File: src/rtl/call_ctrl_pkg.sv
// Shared types and constants for the call/return controller.
package call_ctrl_pkg;

  typedef enum logic {
    RUN   = 1'b0,
    FAULT = 1'b1
  } state_t;

  // Program counter target driven while the controller sits in FAULT.
  localparam int unsigned FAULT_VEC = 0;

endpackage

File: src/rtl/call_ctrl_ret_stack.sv
// ret_stack: return-address LIFO built on a ring buffer; CIRCULAR=1 lets a push
// at full depth overwrite the oldest entry while the depth count saturates.
module ret_stack #(
  parameter int unsigned ADDR_W   = 5,
  parameter int unsigned DEPTH    = 4,
  parameter bit          CIRCULAR = 1'b1
) (
  input  logic                       clk,
  input  logic                       rst,
  input  logic                       push,
  input  logic                       pop,
  input  logic                       clear,
  input  logic [ADDR_W-1:0]          push_data,
  output logic [ADDR_W-1:0]          top,
  output logic [$clog2(DEPTH):0]     depth
);

  localparam int unsigned PW = $clog2(DEPTH);
  localparam int unsigned DW = PW + 1;
  localparam logic [DW-1:0] FULL = DW'(DEPTH);

  logic [ADDR_W-1:0] mem [DEPTH];
  logic [PW-1:0]     ptr;
  logic [DW-1:0]     count;

  // ptr always names the top entry; the slot after it is the oldest once full,
  // so advancing the pointer on a full push is exactly a circular overwrite.
  always_ff @(posedge clk or posedge rst) begin
    if (rst) begin
      ptr   <= '0;
      count <= '0;
      for (int unsigned i = 0; i < DEPTH; i++) mem[i] <= '0;
    end else if (clear) begin
      count <= '0;
    end else if (push) begin
      if (count != FULL || CIRCULAR) begin
        ptr                <= ptr + PW'(1);
        mem[ptr + PW'(1)]  <= push_data;
        if (count != FULL) count <= count + DW'(1);
      end
    end else if (pop && count != '0) begin
      ptr   <= ptr - PW'(1);
      count <= count - DW'(1);
    end
  end

  assign top   = (count != '0) ? mem[ptr] : '0;
  assign depth = count;

endmodule

File: src/rtl/call_ctrl.sv
// Call/branch/return controller with a return-address stack.
// Define CALL_CTRL_GUARD_EN to trap stack overflow/underflow into a FAULT state.
module call_ctrl
  import call_ctrl_pkg::*;
#(
  parameter int unsigned INSTR_ADDR_SIZE = 5,
  parameter int unsigned STACK_DEPTH     = 4
) (
  input  logic                           clk,
  input  logic                           rst,
  input  logic                           call,
  input  logic                           branch,
  input  logic                           rtn,
  input  logic [INSTR_ADDR_SIZE-1:0]     tgt_addr,
  input  logic [INSTR_ADDR_SIZE-1:0]     instr_addr,
  input  logic                           fault_clr,
  output logic                           jmp,
  output logic [INSTR_ADDR_SIZE-1:0]     jmp_addr,
  output logic                           ret,
  output logic [INSTR_ADDR_SIZE-1:0]     ret_addr,
  output logic [$clog2(STACK_DEPTH):0]   depth,
  output logic                           fault
);

  localparam int unsigned DW = $clog2(STACK_DEPTH) + 1;
  localparam logic [DW-1:0] FULL = DW'(STACK_DEPTH);

  logic                       running;
  logic                       acc_call;
  logic                       acc_branch;
  logic                       acc_rtn;
  logic                       push;
  logic                       pop;
  logic                       clear;
  logic [INSTR_ADDR_SIZE-1:0] top;

  assign acc_call   = running && call;
  assign acc_branch = running && !call && branch;
  assign acc_rtn    = running && !call && !branch && rtn;

`ifdef CALL_CTRL_GUARD_EN
  state_t state;
  state_t next_state;
  logic   overflow;
  logic   underflow;

  assign overflow  = acc_call && (depth == FULL);
  assign underflow = acc_rtn && (depth == '0);
  assign running   = (state == RUN);
  assign push      = acc_call && !overflow;
  assign pop       = acc_rtn && !underflow;
  assign clear     = (state == FAULT) && fault_clr;

  always_ff @(posedge clk or posedge rst) begin
    if (rst) state <= RUN;
    else     state <= next_state;
  end

  always_comb begin
    next_state = state;
    case (state)
      RUN:     if (overflow || underflow) next_state = FAULT;
      FAULT:   if (fault_clr) next_state = RUN;
      default: next_state = RUN;
    endcase
  end

  always_comb begin
    jmp      = 1'b0;
    jmp_addr = '0;
    ret      = 1'b0;
    fault    = 1'b0;
    if (!rst) begin
      if (state == FAULT) begin
        jmp      = 1'b1;
        jmp_addr = INSTR_ADDR_SIZE'(FAULT_VEC);
        fault    = 1'b1;
      end else begin
        jmp      = push || acc_branch;
        jmp_addr = (push || acc_branch) ? tgt_addr : '0;
        ret      = pop;
      end
    end
  end
`else
  logic unused_fault_clr;

  assign unused_fault_clr = fault_clr;
  assign running          = 1'b1;
  assign push             = acc_call;
  assign pop              = acc_rtn;
  assign clear            = 1'b0;

  always_comb begin
    jmp      = 1'b0;
    jmp_addr = '0;
    ret      = 1'b0;
    fault    = 1'b0;
    if (!rst) begin
      jmp      = acc_call || acc_branch;
      jmp_addr = (acc_call || acc_branch) ? tgt_addr : '0;
      ret      = acc_rtn;
    end
  end
`endif

  assign ret_addr = rst ? '0 : top;

  ret_stack #(
    .ADDR_W   (INSTR_ADDR_SIZE),
`ifdef CALL_CTRL_GUARD_EN
    .CIRCULAR (1'b0),
`else
    .CIRCULAR (1'b1),
`endif
    .DEPTH    (STACK_DEPTH)
  ) u_stack (
    .clk       (clk),
    .rst       (rst),
    .push      (push),
    .pop       (pop),
    .clear     (clear),
    .push_data (instr_addr + INSTR_ADDR_SIZE'(1)),
    .top       (top),
    .depth     (depth)
  );

endmodule

File: config.mk
export PLATFORM = sky130hd
export DESIGN_NAME = call_ctrl
export DESIGN_NICKNAME = d
export VERILOG_FILES = /design/src/rtl/call_ctrl_pkg.sv /design/src/rtl/call_ctrl_ret_stack.sv /design/src/rtl/call_ctrl.sv
export SDC_FILE = /design/constraint.sdc
export NUM_CORES = 1
export LEC_CHECK = 0
export BUFFER_PORTS_ARGS = -buffer_cell sky130_fd_sc_hd__buf_2
export CAP_MARGIN = 25
export CELL_PAD_IN_SITES_DETAIL_PLACEMENT = 1
export CELL_PAD_IN_SITES_GLOBAL_PLACEMENT = 1
export CORE_MARGIN = 2
export CORE_UTILIZATION = 38
export DETAILED_ROUTE_END_ITERATION = 10
export PLACE_DENSITY = 0.77
export RECOVER_POWER = 50
export SYNTH_ARGS = -nofsm -noshare
export SYNTH_HDL_FRONTEND = slang
export SYNTH_HIERARCHICAL = 1
export SYNTH_SLANG_ARGS = --single-unit
File: constraint.sdc
create_clock -name clk -period 1.57 [get_ports clk]
set_input_delay 0.157 -clock clk [delete_from_list [all_inputs] [get_ports clk]]
set_output_delay 0.157 -clock clk [all_outputs]
set_load 0.05 [all_outputs]
; ---- Yosys cells after proc, flatten, opt, wreduce, memory -nomap -nowiden
; Index checks and enable logic that the tools add are counted.
[word_totals]
regBits = 25
latchBits = 0
mem_bits_rw = 0
romBits = 0
in_bits = 16
elab_cells = 46
mem_count = 0
[classes]
add_sub_neg = 5
n_mul = 0
div_mod_pow = 0
magnitude_cmp = 3
n_eq_ne = 2
shifts = 0
n_mux = 17
n_bitwise = 2
reduce_logical = 11
[ops]
columns = cell, n
row1 = two-way mux 5 bit, 7
row2 = bitwise mux 20 bit, 1
row3 = binary-select mux 5 bit (select 2 bit), 1
row4 = demux 5 bit (select 2 bit), 1
row5 = two-way mux 3 bit, 3
row6 = "greater-or-equal comparator 3 bit, second input constant", 2
row7 = NOT 2 -> 3 bit, 2
row8 = "adder 5 x 1 -> 5 bit, second input constant", 1
row9 = logical AND 1 bit, 5
row10 = two-way mux 2 bit, 2
row11 = "adder 3 x 1 -> 3 bit, second input constant", 1
row12 = "less-than comparator 3 x 1 -> 1 bit, second input constant", 1
row13 = "!= test 3 bit, second input constant", 1
row14 = nonzero test 3 bit, 1
row15 = "subtractor 3 x 1 -> 3 bit, second input constant", 1
row16 = "adder 2 x 1 -> 2 bit, second input constant", 1
row17 = logical NOT 1 bit, 2
row18 = two-way mux 1 bit, 2
row19 = "!= test 2 x 1 -> 1 bit, second input constant", 1
row20 = AND reduction 2 bit, 1
row21 = nonzero test 2 bit, 1
row22 = "subtractor 2 x 1 -> 2 bit, second input constant", 1
row23 = logical OR 1 bit, 1

; ---- Longest topological paths before layout
; Gate-level depths: netlist (run 1).
[logic_depth]
word_depth = 7
mapped_depth = 5
depth_no_buf = 5

; ---- Hierarchy
; The synthesis (run 1) kept the hierarchy.
[modules_own_cells]
columns = module, instances, cells_per_inst, area_per_inst_um2
row1 = ret_stack, 1, 97, 1287.5
row2 = call_ctrl, 1, 22, 173.9

; ---- Worst setup path before layout (run 1)
; Ideal clock, no wire load.
[synth_timing]
kind = in2out
from = input port rst
to = output port ret
t_arrival_ns = 1.814
required_time_ns = 1.413
slack_ns = -0.401
path_stages = 1
path_buffers = 0
cell_sequence = nor4b_1
[synth_via]
elab_chain_len = 1
[synth_rtl]
columns = item, line_no
row1 = "start, declared", call_ctrl.sv:10  ; input logic rst,
row2 = two-way mux 1 bit, call_ctrl.sv:99  ; if (!rst) begin
row3 = "end, declared", call_ctrl.sv:19  ; output logic ret,
; No other way between the ends.

; ---- Final worst setup path (run 1)
[layout_timing]
from = register u_stack.ptr[0]
to = output port ret_addr[2]
[layout_via]
elab_chain_len = 6
[layout_rtl]
columns = item, line_no
row1 = "start, declared", call_ctrl_ret_stack.sv:23  ; logic [PW-1:0] ptr;
row2 = "start signal, assigned", call_ctrl_ret_stack.sv:37  ; ptr <= ptr + PW'(1);
row3 = "start signal, assigned", call_ctrl_ret_stack.sv:42  ; ptr <= ptr - PW'(1);
row4 = NOT 2 -> 3 bit (not written as such), call_ctrl_ret_stack.sv:47  ; assign top = (count != '0) ? mem[ptr] : '0;
row5 = binary-select mux 5 bit (select 2 bit), call_ctrl_ret_stack.sv:47
row6 = two-way mux 5 bit (not written as such) (2 in a row), call_ctrl_ret_stack.sv:47
row7 = two-way mux 5 bit, call_ctrl_ret_stack.sv:47
row8 = named net top[2], call_ctrl.sv:35  ; logic [INSTR_ADDR_SIZE-1:0] top;
row9 = two-way mux 5 bit, call_ctrl.sv:107  ; assign ret_addr = rst ? '0 : top;
row10 = "end, declared", call_ctrl.sv:20  ; output logic [INSTR_ADDR_SIZE-1:0] ret_addr,
; The timed path passes the listed nets, and every way through them passes these cells. The select of a mux whose other input is x is not followed.

==> results of run 1 <==
-- power by group --
part           internal [uW]  switching [uW]
clock network            178             217
registers                945             260
logic                    812             625
total                   1930            1100
-- worst max-delay path, stage by stage, from the launching register on --
cell and delay, ns:
dfrtp_2 0.49, mux4_2 0.51, and2b_1 0.17, and2b_4 0.15, buf_6 0.14
-- routing by layer --
| metal | vias to the layer above | wire length (um) | track usage, % |
|---|---|---|---|
| li1 | 496 | - | - |
| met3 | 4 | 146 | 1.53 |
| met5 | - | 0 | 0 |
| met1 | 543 | 1580 | 20.9 |
| met4 | 0 | 44 | 4.59 |
| met2 | 33 | 1830 | 31.1 |
-- how the worst max path moves through the flow --
stage	endpoint	depth (start not counted)	from
floorplan	u_stack/depth[2]	5	u_stack/depth[1]
global placement	ret_addr[4]	4	u_stack/ptr[0]
detailed placement	ret_addr[2]	4	u_stack/ptr[0]
CTS	ret_addr[2]	4	u_stack/ptr[0]
global route	ret_addr[2]	4	u_stack/ptr[0]
finish	ret_addr[2]	4	u_stack/ptr[0]
-- metrics by stage --
step	util, %	power, uW	hold WS, ns	TNS [ns]	area [um2]
after floorplan	-	2120	0.184	-0.0223	1520
after CTS	49.8	2920	0.00754	-1.68	1840
after global routing	51.2	3200	0.331	-3.48	1890
after global placement	47.3	2340	0.285	-1.34	1740
after detailed placement	47.3	2450	0.307	-3.14	1740
final	51.2	3040	0.286	-1.90	1890
-- logic make-up (layout without fill, tap and decap cells) --
group / after synthesis / count (layout) / synth area share (%)
buffers and inverters: 12 / 49 / 3.94
muxes: 25 / 25 / 23.1
other: 1 / 7 / 0.257
DFF: 25 / 25 / 42.8
and+or+nand+nor: 35 / 35 / 15.2
AOI/OAI and AO/OA: 10 / 10 / 5.99
xor gates and xnor gates: 5 / 5 / 3.00
adders and majority gates: 6 / 6 / 5.65
-- sequential cells by signal, summed over array words and instances, names as in the netlist --
name           flops
u_stack/depth      3
u_stack/mem       20
u_stack/ptr        2
-- timing repair --
item	in CTS	in global routing
gates resized for setup	16	12
hold buffers	0	0
setup buffers	0	1
setup endpoints to repair	26	22
-- layout by cell type, fill, tap and decap left out, drive strengths merged, types with 4 or more instances in the layout --
cell type | netlist | final
and2 | 5 | 5
clkbuf | 1 | 5
buf | 3 | 35
ha | 5 | 5
inv | 8 | 8
nand2 | 5 | 5
mux2 | 20 | 20
dfrtp | 25 | 25
conb | 1 | 7
mux4 | 5 | 5
and2b | 8 | 8
xnor2 | 4 | 4
-- cell type report --
type                            instances  area share, %
Timing Repair Buffer                   37           12.7
Tap cell                               48           3.18
Inverter                                8           1.72
Multi-Input combinational cell         88           46.6
Clock buffer                            3           2.19
Clock inverter                          1          0.265
Sequential cell                        25           33.4
==> results.sh, run 1 <==
export IMPL_outcome="complete, but fails checks"
export IMPL_violations="negative setup slack"
export IMPL_synth_largest_area_cell="dfrtp_1"
export IMPL_cts_tree="yes"
export IMPL_vias=1076
export IMPL_finClkSkew_ns=0.00759
export IMPL_yosysWarningCount=6
export IMPL_io_pins=32
export IMPL_track_usage_pct=16.8
export IMPL_synthArstFlopShare_pct=100
export IMPL_place_ws_ns=-0.201
export IMPL_powerDensity_mw_per_mm2=1610
export IMPL_syn_instance_count=119
export IMPL_hold_end="u_stack/mem[15]"
export IMPL_grt_overflow_total=0
export IMPL_syn_to_final_growth_pct=29.3
export IMPL_synth_flop_cell="dfrtp_1"
export IMPL_synth_distinct_cells=37
export IMPL_synthTopCellsByCount="dfrtp_1, mux2_2, inv_1"
export IMPL_drive_gt1_share_pct=57.4
export IMPL_clk_pin_slew_ns=0.09
export IMPL_post_route_period_util_pct=121
export IMPL_ant_nets=0
export IMPL_synth_edf_count=0
export IMPL_detail_route_wl_per_cell_um=17.1
export IMPL_cts_buffers=3
export IMPL_gp_congestion=0.779
export IMPL_firstDrtPassIters=4
export IMPL_clkSinkCount=25
export IMPL_reg2reg_depth=6
export IMPL_synth_top_area_share_pct=42.8
export IMPL_relSlewSlack_pct=7.44
export IMPL_grt_pass1_wl_um=5450
export IMPL_clock_latency_ns=0.27
export IMPL_drc=0
export IMPL_vdd_drop_max_v=0.000716
export IMPL_worst_slack_ns=-0.323
export IMPL_holdPathStages=3
export IMPL_critPathRequiredTime_ns=1.41
export IMPL_maxCapViolCount=0
export IMPL_placement_io_buffers=29
export IMPL_period_needed_ns=1.89
export IMPL_grt_max_degree=26
export IMPL_rsz0062_at_grt="true"
export IMPL_setup_violations=16
export IMPL_seq_area_frac_synth_pct=42.8
export IMPL_cts_root_buf="clkbuf_8"
export IMPL_syn_area_mm2=0.00146
export IMPL_synthTopCellsByArea="dfrtp_1, mux2_2, mux4_2, ha_1, and2b_2"
export IMPL_final_nets=185
export IMPL_start_util_pct=39.6
export IMPL_min_from="instr_addr[0]"
export IMPL_antenna_found_initial=0
export IMPL_dp_hpwl_um=2770
export IMPL_dr_first_iter_drc_count=37
export IMPL_avgSynthCellArea_um2=12.3
export IMPL_fp_row_count=22
export IMPL_worstSetupPathType="register to output port"
export IMPL_antenna_cells=0
export IMPL_synth_most_common_cell="dfrtp_1"
export IMPL_cts_max_level=1
export IMPL_die_w_um=66.0
export IMPL_core_mm2=0.00369
export IMPL_rrSetupSlack_ns=-0.07
export IMPL_dieArea_mm2=0.00436
export IMPL_crit_arrival_ns=1.74
export IMPL_seq_area_um2=631
export IMPL_cp_start_kind="register"
export IMPL_r2r_end="u_stack/ptr[1]"
export IMPL_max_freq_mhz=528
export IMPL_grt_pass1_vias=1127
export IMPL_timing_rr_start="u_stack/ptr[0]"
export IMPL_viasPerCell=5.12
export IMPL_timing_hold_violations_final=0
export IMPL_multiInputGateArea_um2=880
export IMPL_die_h_um=66.0
export IMPL_fillerInstances=414
export IMPL_slew_violations=0
export IMPL_hold_class="input pin to register"
export IMPL_cts_buffer_depth=2
export IMPL_drt_wl_total_um=3590
export IMPL_p_leak_uw=0.000900
export IMPL_dp_cells=205
export IMPL_setup_worst_path_end_class="output port"
export IMPL_worst_pin_slew_ns=1.39
export IMPL_stdcell_count=210
export IMPL_ys_seq_elements=25
export IMPL_critPathMaxFanout=6
Note: power is estimated with default switching activity, not from simulation.
==> run 2: changes to the inputs <==
--- a/config.mk
+++ b/config.mk
@@ -10,11 +10,10 @@
 export CELL_PAD_IN_SITES_DETAIL_PLACEMENT = 1
 export CELL_PAD_IN_SITES_GLOBAL_PLACEMENT = 1
 export CORE_MARGIN = 2
-export CORE_UTILIZATION = 38
+export CORE_UTILIZATION = 37
 export DETAILED_ROUTE_END_ITERATION = 10
-export PLACE_DENSITY = 0.77
+export PLACE_DENSITY = 0.78
 export RECOVER_POWER = 50
 export SYNTH_ARGS = -nofsm -noshare
 export SYNTH_HDL_FRONTEND = slang
-export SYNTH_HIERARCHICAL = 1
 export SYNTH_SLANG_ARGS = --single-unit
==> run 2 against run 1 <==
  * The run still ends with negative setup slack left
  * First-iteration DRC count is 78% lower
  * Combinational power is 69% higher
  * Maximum frequency is 1.1% higher
  * Critical path type unchanged
  * Largest cell class unchanged
==> results.sh, run 2 <==
export IMPL_drc=0
export IMPL_synth_distinct_cells=28
export IMPL_outcome="complete, but fails checks"
export IMPL_synth_most_common_cell="dfrtp_1"
export IMPL_track_usage_pct=19.8
export IMPL_period_needed_ns=1.87
export IMPL_dieArea_mm2=0.00415
export IMPL_yosys_area_share_simple_pct=15.7
export IMPL_core_mm2=0.00342
export IMPL_cts_buffers=3
export IMPL_antenna_found_initial=0
export IMPL_critPathRequiredTime_ns=1.41
export IMPL_final_common_cell="dfrtp_1"
export IMPL_syn_instance_count=124
export IMPL_power_frac_clock_pct=8.2
export IMPL_cts_tree="yes"
export IMPL_synth_xor_xnor_area_share_pct=5.19
export IMPL_stdcell_count=211
export IMPL_cts_root_buf="clkbuf_4"
export IMPL_crit_arrival_ns=1.71
export IMPL_final_nets=188
export IMPL_placement_io_buffers=29
export IMPL_p_seq_share_pct=29.6
export IMPL_setup_worst_path_end_class="output port"
export IMPL_max_freq_mhz=534
export IMPL_synth_largest_area_cell="dfrtp_1"
export IMPL_slew_violations=0
export IMPL_timing_hold_violations_final=0
export IMPL_yosysWarningCount=0
export IMPL_rsz0062_at_grt="true"
export IMPL_detail_route_wl_per_cell_um=17.9
export IMPL_grt_overflow_total=0
export IMPL_avgSynthCellArea_um2=10.9
export IMPL_drive_gt1_share_pct=47.9
export IMPL_die_w_um=64.4
export IMPL_largest_register="u_stack.mem"
export IMPL_clock_latency_ns=0.34
export IMPL_maxCapViolCount=0
export IMPL_powerDensity_mw_per_mm2=2160
export IMPL_finClkSkew_ns=0.00169
export IMPL_post_route_period_util_pct=119
export IMPL_violations="negative setup slack"
export IMPL_grt_pass1_vias=1241
export IMPL_vias=1093
export IMPL_clk_pin_slew_ns=0.15
export IMPL_drt_wl_total_um=3780
export IMPL_ys_seq_elements=25
export IMPL_synthMuxAreaShare_pct=12.5
export IMPL_synth_compound_area_share_pct=8.90
export IMPL_gp_congestion=0.726
export IMPL_relSlewSlack_pct=38.2
export IMPL_worst_pin_slew_ns=0.923
export IMPL_ant_nets=0
export IMPL_layout_common_cells="dfrtp_1, buf_2, a21oi_1, nor2_1, buf_4"
export IMPL_p_leak_uw=0.000795
export IMPL_grt_pass1_wl_um=6120
export IMPL_fp_row_count=21
export IMPL_syn_to_final_growth_pct=34.0
export IMPL_worstSetupPathType="register to output port"
export IMPL_dr_first_iter_drc_count=8
export IMPL_worst_slack_ns=-0.301
export IMPL_synth_top_family_by_area="simple AND/OR/NAND/NOR gates"
export IMPL_syn_area_mm2=0.00135
export IMPL_vdd_drop_max_v=0.000880
export IMPL_hold_ws_ns=0.0557
export IMPL_hold_class="input pin to register"
export IMPL_synth_nets=146
export IMPL_synth_flop_cell="dfrtp_1"
export IMPL_dp_cells=205
export IMPL_synth_fa_ha_area_share_pct=6.12
export IMPL_io_pins=32
export IMPL_firstDrtPassIters=4
export IMPL_largest_reg_flops=20
export IMPL_setup_violations=6
export IMPL_viasPerCell=5.18
export IMPL_switchingPower_uw=1670
export IMPL_swShare_pct=42.8
export IMPL_synth_top_area_share_pct=46.3
export IMPL_die_h_um=64.4
export IMPL_p_int_uw=2240
export IMPL_seq_area_frac_synth_pct=46.3
export IMPL_cp_start_kind="register"
export IMPL_cts_buffer_depth=2
export IMPL_antenna_cells=0
export IMPL_cts_max_level=1
export IMPL_synthTopCellsByCount="dfrtp_1, nor2_1, a21oi_1"
export IMPL_start_util_pct=39.5
export IMPL_clkSinkCount=25
export IMPL_power_frac_comb_pct=62.2
export IMPL_synth_edf_count=0
export IMPL_grt_max_degree=21
export IMPL_critPathMaxFanout=3
export IMPL_synthTopCellsByArea="dfrtp_1, mux4_2, a21oi_1, nor2_1, ha_1"
export IMPL_dp_hpwl_um=2590
export IMPL_synthArstFlopShare_pct=100
==> run 2: worst paths after layout <==
| kind | startpoint | end | slack (ns) | depth (start not counted) |
|---|---|---|---|---|
| max | u_stack.ptr[0] | ret_addr[0] | -0.30 | 4 |
| min | instr_addr[0] | u_stack.mem[0] | 0.06 | 2 |
| max reg2reg | u_stack.depth[0] | u_stack.depth[1] | -0.04 | 4 |
| min reg2reg | u_stack.mem[11] | u_stack.mem[11] | 0.52 | 1 |
| max in group asynchronous | rst | u_stack.mem[19] | 0.28 | 4 |
| min in group asynchronous | rst | u_stack.depth[2] | 0.45 | 4 |
==> run 2: metal layers <==
layer	track usage, %	vias up	part of all wire, %
li1	-	503	-
met1	24.1	556	39
met2	34.6	23	54
met3	2.29	11	2.9
met4	9.57	0	3.8
met5	0	-	0
==> run 2: power by group through the flow <==
stage	combinational [uW]	clock [uW]	sequential (uW)
detailed placement	2000	0	1150
CTS	2300	319	1140
global placement	1900	0	1120
floorplan	1300	0	1270
global route	2640	335	1200
finish	2430	322	1160
==> run 2: metrics by stage <==
step / worst slack [ns] / cell area (um2) / utilization [%] / power [uW] / setup TNS [ns]
2_1_floorplan: 0.0264 / 1360 / - / 2570 / 0
4_1_cts: -0.307 / 1770 / 51.9 / 3770 / -1.50
6_report: -0.301 / 1810 / 53.0 / 3910 / -1.43
5_1_grt: -0.343 / 1810 / 53.0 / 4170 / -1.75
3_5_place_dp: -0.0281 / 1630 / 47.7 / 3150 / -0.0281
3_3_place_gp: 0.0272 / 1630 / 47.7 / 3020 / 0
==> run 2: logic make-up after synthesis <==
logic type / count (synthesis)
buffers and inverters: 13
AND/OR/NAND/NOR: 40
XOR/XNOR: 8
multiplexers: 10
adder cells (fa/ha/maj): 6
AO/OA/AOI/OAI: 21
flip-flops: 25
other: 1
==> run 2: area by class of cell <==
class / instances / area [um2]
flip-flops and latches: 25 / 628
inverters: 4 / 17.5
multi-input cells: 86 / 723
fillers: 391 / 1610
well taps: 46 / 57.6
clock inverters: 1 / 7.51
repair buffers: 46 / 353
clock buffers: 3 / 22.5
==> run 2: timing repair <==
action	4_1_cts	5_1_grt
buffers inserted	0	1
hold buffers	2	0
gates resized for setup	26	15
pin swaps	0	8
endpoints found under the hold margin	25	0
endpoints found under the setup margin	8	20
==> run 2: worst max-delay path: stages, from the launching register on <==
cell and delay, ns:
dfrtp_1 0.41, buf_6 0.13, mux4_2 0.51, and3_4 0.17, buf_8 0.14
==> run 3: changes to the inputs <==
--- a/config.mk
+++ b/config.mk
@@ -14,6 +14,7 @@
 export DETAILED_ROUTE_END_ITERATION = 10
 export PLACE_DENSITY = 0.78
 export RECOVER_POWER = 50
+export SETUP_SLACK_MARGIN = 0.15
 export SYNTH_ARGS = -nofsm -noshare
 export SYNTH_HDL_FRONTEND = slang
 export SYNTH_SLANG_ARGS = --single-unit
==> run 3 against run 2 <==
  * The run still ends with negative setup slack left
  * Final cell count increased by 1.9%
  * Non-clock buffer count is 4 higher
  * Via count up 1.0%
  * Die area stayed put
  * Sequential cell count did not move
  * Critical path depth is the same
  * Clock skew shrank 0.00075 ns
  * Sequential share of layout area decreased by 4.0 points
  * Worst hold slack improved by 0.046 ns
  * Setup slack improved by 0.0021 ns
  * Critical path type unchanged
  * Largest cell class unchanged
==> results.sh, run 3 (same netlist as run 2, synthesis figures left out) <==
export IMPL_gp_congestion=0.728
export IMPL_firstDrtPassIters=4
export IMPL_core_mm2=0.00342
export IMPL_io_pins=32
export IMPL_syn_to_final_growth_pct=51.8
export IMPL_max_freq_mhz=535
export IMPL_slew_violations=0
export IMPL_grt_max_degree=14
export IMPL_clock_latency_ns=0.31
export IMPL_ant_nets=0
export IMPL_maxCapViolCount=0
export IMPL_viasPerCell=5.13
export IMPL_drive_gt1_share_pct=62.7
export IMPL_timing_rr_start="u_stack.ptr[0]"
export IMPL_dr_first_iter_drc_count=14
export IMPL_clk_pin_slew_ns=0.14
export IMPL_track_usage_pct=19.0
export IMPL_grt_pass1_vias=1221
export IMPL_setup_worst_path_end_class="output port"
export IMPL_worst_slack_ns=-0.299
export IMPL_timing_hold_violations_final=0
export IMPL_drc=0
export IMPL_dp_hpwl_um=2630
export IMPL_min_from="instr_addr[0]"
export IMPL_detail_route_wl_per_cell_um=20.2
export IMPL_clkSinkCount=25
export IMPL_place_area_mm2=0.00169
export IMPL_fillerInstances=357
export IMPL_place_ws_ns=-0.0333
export IMPL_violations="negative setup slack"
export IMPL_design_area_mm2=0.00205
export IMPL_finClkSkew_ns=0.000938
export IMPL_grt_overflow_total=0
export IMPL_critPathRequiredTime_ns=1.41
export IMPL_cts_buffer_depth=2
export IMPL_powerDensity_mw_per_mm2=2190
export IMPL_crit_arrival_ns=1.71
export IMPL_start_util_pct=39.5
export IMPL_largest_register="u_stack.mem"
export IMPL_layout_common_cells="buf_2, dfrtp_1, nor2_4, buf_6"
export IMPL_cts_buffers=3
export IMPL_cp_start_kind="register"
export IMPL_vias=1104
export IMPL_reg2reg_depth=9
export IMPL_rrSetupSlack_ns=-0.06
export IMPL_fp_row_count=21
export IMPL_post_route_period_util_pct=119
export IMPL_vdd_drop_max_v=0.000929
export IMPL_cts_max_level=1
export IMPL_hold_end="u_stack.mem[5]"
export IMPL_cts_root_buf="clkbuf_4"
export IMPL_outcome="complete, but fails checks"
export IMPL_worst_pin_slew_ns=0.595
export IMPL_final_nets=192
export IMPL_p_leak_uw=0.000841
export IMPL_hold_class="input pin to register"
export IMPL_grt_pass1_wl_um=5940
export IMPL_r2r_end="u_stack.mem[14]"
export IMPL_drt_wl_total_um=4350
export IMPL_die_h_um=64.4
export IMPL_die_w_um=64.4
export IMPL_worstSetupPathType="register to output port"
export IMPL_period_needed_ns=1.87
export IMPL_antenna_found_initial=0
export IMPL_relSlewSlack_pct=60.5
export IMPL_setup_violations=9
export IMPL_critPathMaxFanout=6
export IMPL_rsz0062_at_grt="true"
export IMPL_placement_io_buffers=29
export IMPL_cts_tree="yes"
export IMPL_largest_reg_flops=20
export IMPL_holdPathStages=2
export IMPL_dieArea_mm2=0.00415
export IMPL_antenna_cells=0
[run 3: cell count changes in the layout (fill, tap and decap cells not counted), sizes merged]
| cell | before | now |
|---|---|---|
| clkbuf | 10 | 9 |
| inv | 4 | 3 |
| buf | 37 | 43 |
[run 3: layer usage]
layer	vias up	routed length, um	track usage, %
met5	-	0	0
met4	0	15	6.38
met3	2	75	1.58
met2	16	2390	35.7
met1	574	1870	22.6
li1	512	-	-
[run 3: cell type report]
cell class                      count  area [um2]  share of cell area, %
Multi-Input combinational cell     86         920                   44.9
Sequential cell                    25         629                   30.7
Timing Repair Buffer               50         393                   19.2
Tap cell                           46        57.6                   2.81
Clock buffer                        4        26.3                   1.28
Inverter                            4        23.8                   1.16
[run 3: how the worst max path moves through the flow]
stage | slack (ns) | startpoint | end | cells after the start
final | -0.30 | u_stack.ptr[0] | ret_addr[1] | 4
after global routing | -0.36 | u_stack.ptr[0] | ret_addr[2] | 4
after CTS | -0.31 | u_stack.ptr[0] | ret_addr[1] | 4
after detailed placement | -0.03 | u_stack.ptr[0] | u_stack.mem[1] | 6
after global placement | 0.03 | u_stack.ptr[0] | u_stack.mem[1] | 6
after floorplan | 0.10 | u_stack.depth[2] | u_stack.ptr[1] | 4
[run 3: metrics by stage]
stage / util (%) / instances / total power, uW / TNS, ns / hold WS (ns)
finish: 60.0 / 215 / 4480 / -1.54 / 0.102
global route: 60.0 / 215 / 4720 / -2.23 / 0.0853
CTS: 53.2 / 214 / 3840 / -1.48 / 0.0715
detailed placement: 49.3 / 207 / 3290 / -0.0333 / 0.165
global placement: 49.3 / 207 / 3170 / 0 / 0.160
floorplan: - / 124 / 2720 / 0 / 0.0660
[run 3: critical path, stage by stage, from the launching register on]
cell,delay [ns]
dfrtp_1,0.40
buf_12,0.14
mux4_2,0.50
and3_4,0.19
buf_6,0.14
[run 3: power by group]
| part | internal (uW) | switching (uW) |
|---|---|---|
| combinational | 1440 | 1480 |
| sequential | 976 | 296 |
| clock | 99.3 | 194 |
[run 3: what timing repair did]
action / CTS / global route
setup buffers: 1 / 1
endpoints found under the setup margin: 29 / 29
pin swaps: 0 / 4
hold endpoints to repair: 6 / 0
gates resized for setup: 27 / 54
hold buffers: 2 / 0
